`src/rtl/lmt_pkg.sv`:
```
// Shared types and defaults for the LMT snapshot mirror and restore engine.
package lmt_pkg;

  localparam int unsigned DATA_W  = 16;
  localparam int unsigned PADDR_W = 14;
  localparam int unsigned IDX_W   = 4;

  localparam logic [15:0] LMT_BASE_DEF = 16'h0040;
  localparam logic [15:0] MR_BASE_DEF  = 16'h0230;
  localparam int unsigned MEM_SIZE_DEF = 16;

  typedef enum logic [1:0] {
    IDLE = 2'd0,
    RD   = 2'd1,
    WR   = 2'd2,
    DONE = 2'd3
  } state_t;

  // Peripheral word address of LMT word idx (low 14 bits of the 16-bit sum).
  function automatic logic [PADDR_W-1:0] lmt_addr(input logic [15:0] base,
                                                  input logic [IDX_W-1:0] idx);
    logic [15:0] sum;
    sum = base + 16'(idx);
    return sum[PADDR_W-1:0];
  endfunction

  // Data-memory byte address of MR word idx; always word aligned.
  function automatic logic [15:0] mr_addr(input logic [15:0] base,
                                          input logic [IDX_W-1:0] idx);
    return base + {11'd0, idx, 1'b0};
  endfunction

endpackage

```
`src/rtl/lmt_chksum.sv`:
```
// XOR accumulator over restored words; only built with LMT_RESTORE_CHKSUM_EN.
`ifdef LMT_RESTORE_CHKSUM_EN
module lmt_chksum
  import lmt_pkg::*;
(
  input  logic              clk,
  input  logic              rst,
  input  logic              clr,
  input  logic              en,
  input  logic [DATA_W-1:0] din,
  output logic [DATA_W-1:0] acc
);

  always_ff @(posedge clk) begin
    if (rst || clr) begin
      acc <= '0;
    end else if (en) begin
      acc <= acc ^ din;
    end
  end

endmodule
`endif

```
`src/rtl/lmt_restore.sv`:
```
// Copies the LMT snapshot back into MR data memory as word stores.
// Optional XOR checksum output under LMT_RESTORE_CHKSUM_EN.
module lmt_restore
  import lmt_pkg::*;
#(
  parameter logic [15:0] LMT_BASE = LMT_BASE_DEF,
  parameter logic [15:0] MR_BASE  = MR_BASE_DEF,
  parameter int unsigned MEM_SIZE = MEM_SIZE_DEF
) (
  input  logic               mclk,
  input  logic               puc_rst,
  input  logic               start,
  output logic               busy,
  output logic               done,
  output logic [PADDR_W-1:0] per_addr,
  output logic               per_en,
  output logic [1:0]         per_we,
  output logic [DATA_W-1:0]  per_din,
  input  logic [DATA_W-1:0]  per_dout,
  output logic [15:0]        d_addr,
  output logic [1:0]         w_en,
  output logic [DATA_W-1:0]  dmem_din,
  input  logic               dmem_gnt
`ifdef LMT_RESTORE_CHKSUM_EN
  ,
  output logic [DATA_W-1:0]  chksum
`endif
);

  localparam logic [IDX_W-1:0] LAST = IDX_W'(MEM_SIZE - 1);

  state_t           state;
  logic [IDX_W-1:0] idx;

  assign per_we  = 2'b00;
  assign per_din = '0;

  // Outputs are registered alongside the state so each reflects the state it belongs to.
  // dmem_din doubles as the captured read word and holds through grant stalls.
  always_ff @(posedge mclk) begin
    if (puc_rst) begin
      state    <= IDLE;
      idx      <= '0;
      busy     <= 1'b0;
      done     <= 1'b0;
      per_addr <= '0;
      per_en   <= 1'b0;
      d_addr   <= '0;
      w_en     <= 2'b00;
      dmem_din <= '0;
    end else begin
      done <= 1'b0;
      case (state)
        IDLE: begin
          idx <= '0;
          if (start) begin
            state    <= RD;
            busy     <= 1'b1;
            per_en   <= 1'b1;
            per_addr <= lmt_addr(LMT_BASE, '0);
          end
        end
        RD: begin
          state    <= WR;
          per_en   <= 1'b0;
          per_addr <= '0;
          w_en     <= 2'b11;
          d_addr   <= mr_addr(MR_BASE, idx);
          dmem_din <= per_dout;
        end
        WR: begin
          if (dmem_gnt) begin
            w_en     <= 2'b00;
            d_addr   <= '0;
            dmem_din <= '0;
            if (idx == LAST) begin
              state <= DONE;
              busy  <= 1'b0;
              done  <= 1'b1;
            end else begin
              state    <= RD;
              idx      <= idx + IDX_W'(1);
              per_en   <= 1'b1;
              per_addr <= lmt_addr(LMT_BASE, idx + IDX_W'(1));
            end
          end
        end
        DONE: begin
          state <= IDLE;
        end
        default: begin
          state <= IDLE;
        end
      endcase
    end
  end

`ifdef LMT_RESTORE_CHKSUM_EN
  logic chk_clr;
  logic chk_en;

  assign chk_clr = (state == IDLE) && start;
  assign chk_en  = (state == WR) && dmem_gnt;

  lmt_chksum u_chksum (
    .clk (mclk),
    .rst (puc_rst),
    .clr (chk_clr),
    .en  (chk_en),
    .din (dmem_din),
    .acc (chksum)
  );
`endif

endmodule

```
`config.mk`:
```
export PLATFORM = sky130hd
export DESIGN_NAME = lmt_restore
export DESIGN_NICKNAME = d
export VERILOG_FILES = /design/src/rtl/lmt_pkg.sv /design/src/rtl/lmt_chksum.sv /design/src/rtl/lmt_restore.sv
export SDC_FILE = /design/constraint.sdc
export NUM_CORES = 1
export LEC_CHECK = 0
export ABC_CLOCK_PERIOD_IN_PS = 2000
export CORE_UTILIZATION = 40
export DETAILED_ROUTE_END_ITERATION = 10
export GPL_ROUTABILITY_DRIVEN = 0
export PLACE_DENSITY_LB_ADDON = 0.05
export SLEW_MARGIN = 20
export SYNTH_ARGS = -nofsm -noshare
export SYNTH_HDL_FRONTEND = slang
export SYNTH_SLANG_ARGS = --single-unit
```
`constraint.sdc`:
```
create_clock -name mclk -period 2 [get_ports mclk]
set_input_delay 0.4 -clock mclk [delete_from_list [all_inputs] [get_ports mclk]]
set_output_delay 0.4 -clock mclk [all_outputs]
set_load 0.01 [all_outputs]
```
==> results.txt <==
run status: finished clean
Total Routed Length: 3630 um
primary flip-flop cell chosen by synthesis mapping: dfxtp_1
I/O pin count: 89
Via density: 4.714
IR drop worst, VDD: 0.4286 mV
synthesis-stage register bit count: 36
worst reg2reg path startpoint: state[0]
sequential fraction of the synthesis area: 0.3983
clock slew at the register clock pins of the worst setup and hold paths: 0.07 ns
clock tree buffer depth: 2
Post-DP HPWL: 2706 um
number of cells produced by synthesis: 196
clock root buffer: clkbuf_8
maximum capacitance violations: 0
via count: 1,419
Cell Rows: 24
Crit-path slowest cell: dfxtp_1
static power due to leakage: 0.9656 nW
largest net degree at the start of global routing: 23
setup violators final: 0
path category of the worst min-delay check: flop to flop
die area: 0.004796 mm2
total buffers and inverters traversed by the critical path: 2
count of warnings emitted by yosys: 0
Post-DP Area: 0.002253 mm2
Horiz. Die Dim: 69.26 um
Worst setup startpoint: state[0]
drc violations: 0
via count of the first global-routing pass: 1,281
die height: 69.26 um
list of cells traversed by the critical path: inv_1 -> ha_1 -> nor2b_2 -> nor4b_4 -> buf_4 -> nand4_1 -> a21oi_1
Async S/R FF share, synth: 0
internal reg-to-reg setup slack: 0.17 ns
instance count on the critical path: 7
initial core utilization: 0.4155
number of levels in the clock H-tree: 2
endpoints failing hold: 0
largest fanout on the critical path: 7
Largest delay share family, worst path: simple AND/OR/NAND/NOR gates
GRT Util Overall: 0.1590
final instance area: 0.002365 mm2
clock sink total: 36
Reg2Reg Depth: 7
WP data required: 2.22 ns
number of buffer cells added on primary ports: 52
violation count after the first detailed-route iteration: 53
netlist area before placement: 0.001809 mm2
Wirelength per Cell: 12.06 um
r2r endpoint: per_addr[3]
antenna viol nets, final: 0
final clock skew: 0.004105 ns
source-to-sink clock delay at the later pin of the worst-skew pair: 0.29 ns
delay of the slowest cell on the worst path: 0.42 ns
last element of the critical path: per_addr[3]
post-cts sizing count: 0
critical path launch point type: flop
signed area change from the synthesized netlist to the final layout: 30.71%
Slew Limit Fails: 0
post-cts hold buffer count: 0
number of enable flip-flop cells after synthesis: 0
number of buffers created by CTS: 5
wire length of the first global-routing pass: 6127 um
initial antenna violation count: 0
net count reported at finish: 276
number of iterations in the first detailed-routing pass: 4
fraction of layout cells with a size suffix above 1: 0.09237
synthesized area per cell: 9.231 um2
proportion of netlist area held by the largest area contributor: 0.3983
RSZ-0062 raised after global routing: no
highest achievable clock rate: 545.9 MHz
clock tree from TritonCTS: done
critical path type: flop to flop
category of the worst setup path capture point: flop
total negative setup slack: 0 ns
library cell occupying the most area in the post-synthesis netlist: dfxtp_1
number of distinct library cells after synthesis: 31
share of the cycle needed by the critical path after routing: 0.9160
buffers inserted by post-CTS timing repair: 0
GRT overflow: 0
Area contributors post-synth: dfxtp_1 (40%), buf_4 (17%), a22oi_1 (8.7%)
Antenna Diode Count: 0
post-route minimum period: 1.832 ns
Power Density: 934.2 mW/mm2
signal arrival time at the worst endpoint: 2.05 ns
placeable core region: 0.004354 mm2
per-stage QoR:
| stage | instances | power [mW] | hold WS [ns] | worst slack, ns | utilization |
|---|---|---|---|---|---|
| 2_1_floorplan | 231 | 1.345 | 0.4875 | 0.3487 | - |
| 3_3_place_gp | 293 | 1.579 | 0.4641 | 0.1883 | 0.5175 |
| 3_5_place_dp | 293 | 1.597 | 0.4669 | 0.1357 | 0.5175 |
| 4_1_cts | 301 | 2.239 | 0.4841 | 0.1631 | 0.5431 |
| 5_1_grt | 301 | 2.337 | 0.5089 | 0.02549 | 0.5431 |
| 6_report | 301 | 2.209 | 0.4786 | 0.1680 | 0.5431 |
flip-flops by register name (all words and copies together), names as in the netlist:
signal / flops
busy: 1
d_addr: 5
dmem_din: 16
done: 1
idx: 4
per_addr: 5
per_en: 1
state: 2
w_en: 1
area by class of cell:
cell class / count / area (um2)
well taps: 52 / 65.06
multi-input cells: 141 / 859.6
fillers: 393 / 1989
flip-flops and latches: 36 / 720.7
repair buffers: 60 / 593.1
inverters: 4 / 15.01
clock inverters: 3 / 42.54
clock buffers: 5 / 68.82
worst min-delay path, stage by stage (launching register included):
cell and delay [ns]:
dfxtp_1 0.32, nand2b_1 0.06, mux2i_1 0.06
cells in the mapped netlist, types with 2 or more instances:
library cell / instances
buf_4: 40
dfxtp_1: 36
nor2_1: 31
a22oi_1: 21
ha_1: 8
clkbuf_1: 6
nand2b_1: 6
a21oi_1: 5
inv_1: 4
buf_2: 3
mux2i_1: 3
nand2_1: 3
nand3_1: 3
nor2b_1: 3
o21ai_0: 3
o32ai_1: 3
a211oi_2: 2
a21o_1: 2
nand4_1: 2
worst min path at each step:
stage | from | end | slack [ns] | depth (start not counted)
detailed placement | per_addr[3] | per_addr[3] | 0.47 | 2
floorplan | idx[1] | idx[1] | 0.49 | 2
CTS | per_addr[2] | per_addr[2] | 0.48 | 2
global route | per_addr[2] | per_addr[2] | 0.51 | 2
finish | per_addr[2] | per_addr[2] | 0.48 | 2
global placement | per_addr[3] | per_addr[3] | 0.46 | 2
logic make-up (layout without fill, tap and decap cells):
group	count (synthesis)	count (layout)	synth area share
fa+ha+maj	8	8	0.05533
buf+inv	54	72	0.2012
compound gates	38	38	0.1653
xor+xnor	2	2	0.009684
other cells	1	36	0.002073
simple gates	54	54	0.1515
flops	36	36	0.3983
mux	3	3	0.01660
cell usage in the layout, fill, tap and decap left out, drive strengths merged:
master         instances
nor2                  31
nand2b                 6
nor2b                  4
nor3b                  1
a2111oi                1
nor3                   1
nand3                  4
dfxtp                 36
conb                  36
or2b                   1
clkinvlp               1
buf                    8
clkdlybuf4s50         52
nand4                  2
clkbuf                 5
a211oi                 3
nand2                  3
nor4b                  1
mux2i                  3
bufinv                 1
a22oi                 21
clkinv                 1
xor2                   1
a21oi                  5
inv                    4
o32ai                  3
o21ai                  3
ha                     8
xnor2                  1
a21o                   2
power breakdown:
part / internal, mW / switching (mW)
Clock: 0.369 / 0.268
Sequential: 0.798 / 0.0512
Combinational: 0.364 / 0.360
Total: 1.53 / 0.679
layer usage:
| layer | track usage | wire length (um) | vias up |
|---|---|---|---|
| li1 | - | - | 696 |
| met1 | 0.1965 | 1631 | 648 |
| met2 | 0.2600 | 1708 | 70 |
| met3 | 0.05523 | 244 | 5 |
| met4 | 0.04762 | 44 | 0 |
| met5 | 0 | 0 | - |
(Power assumes the default switching activity.)
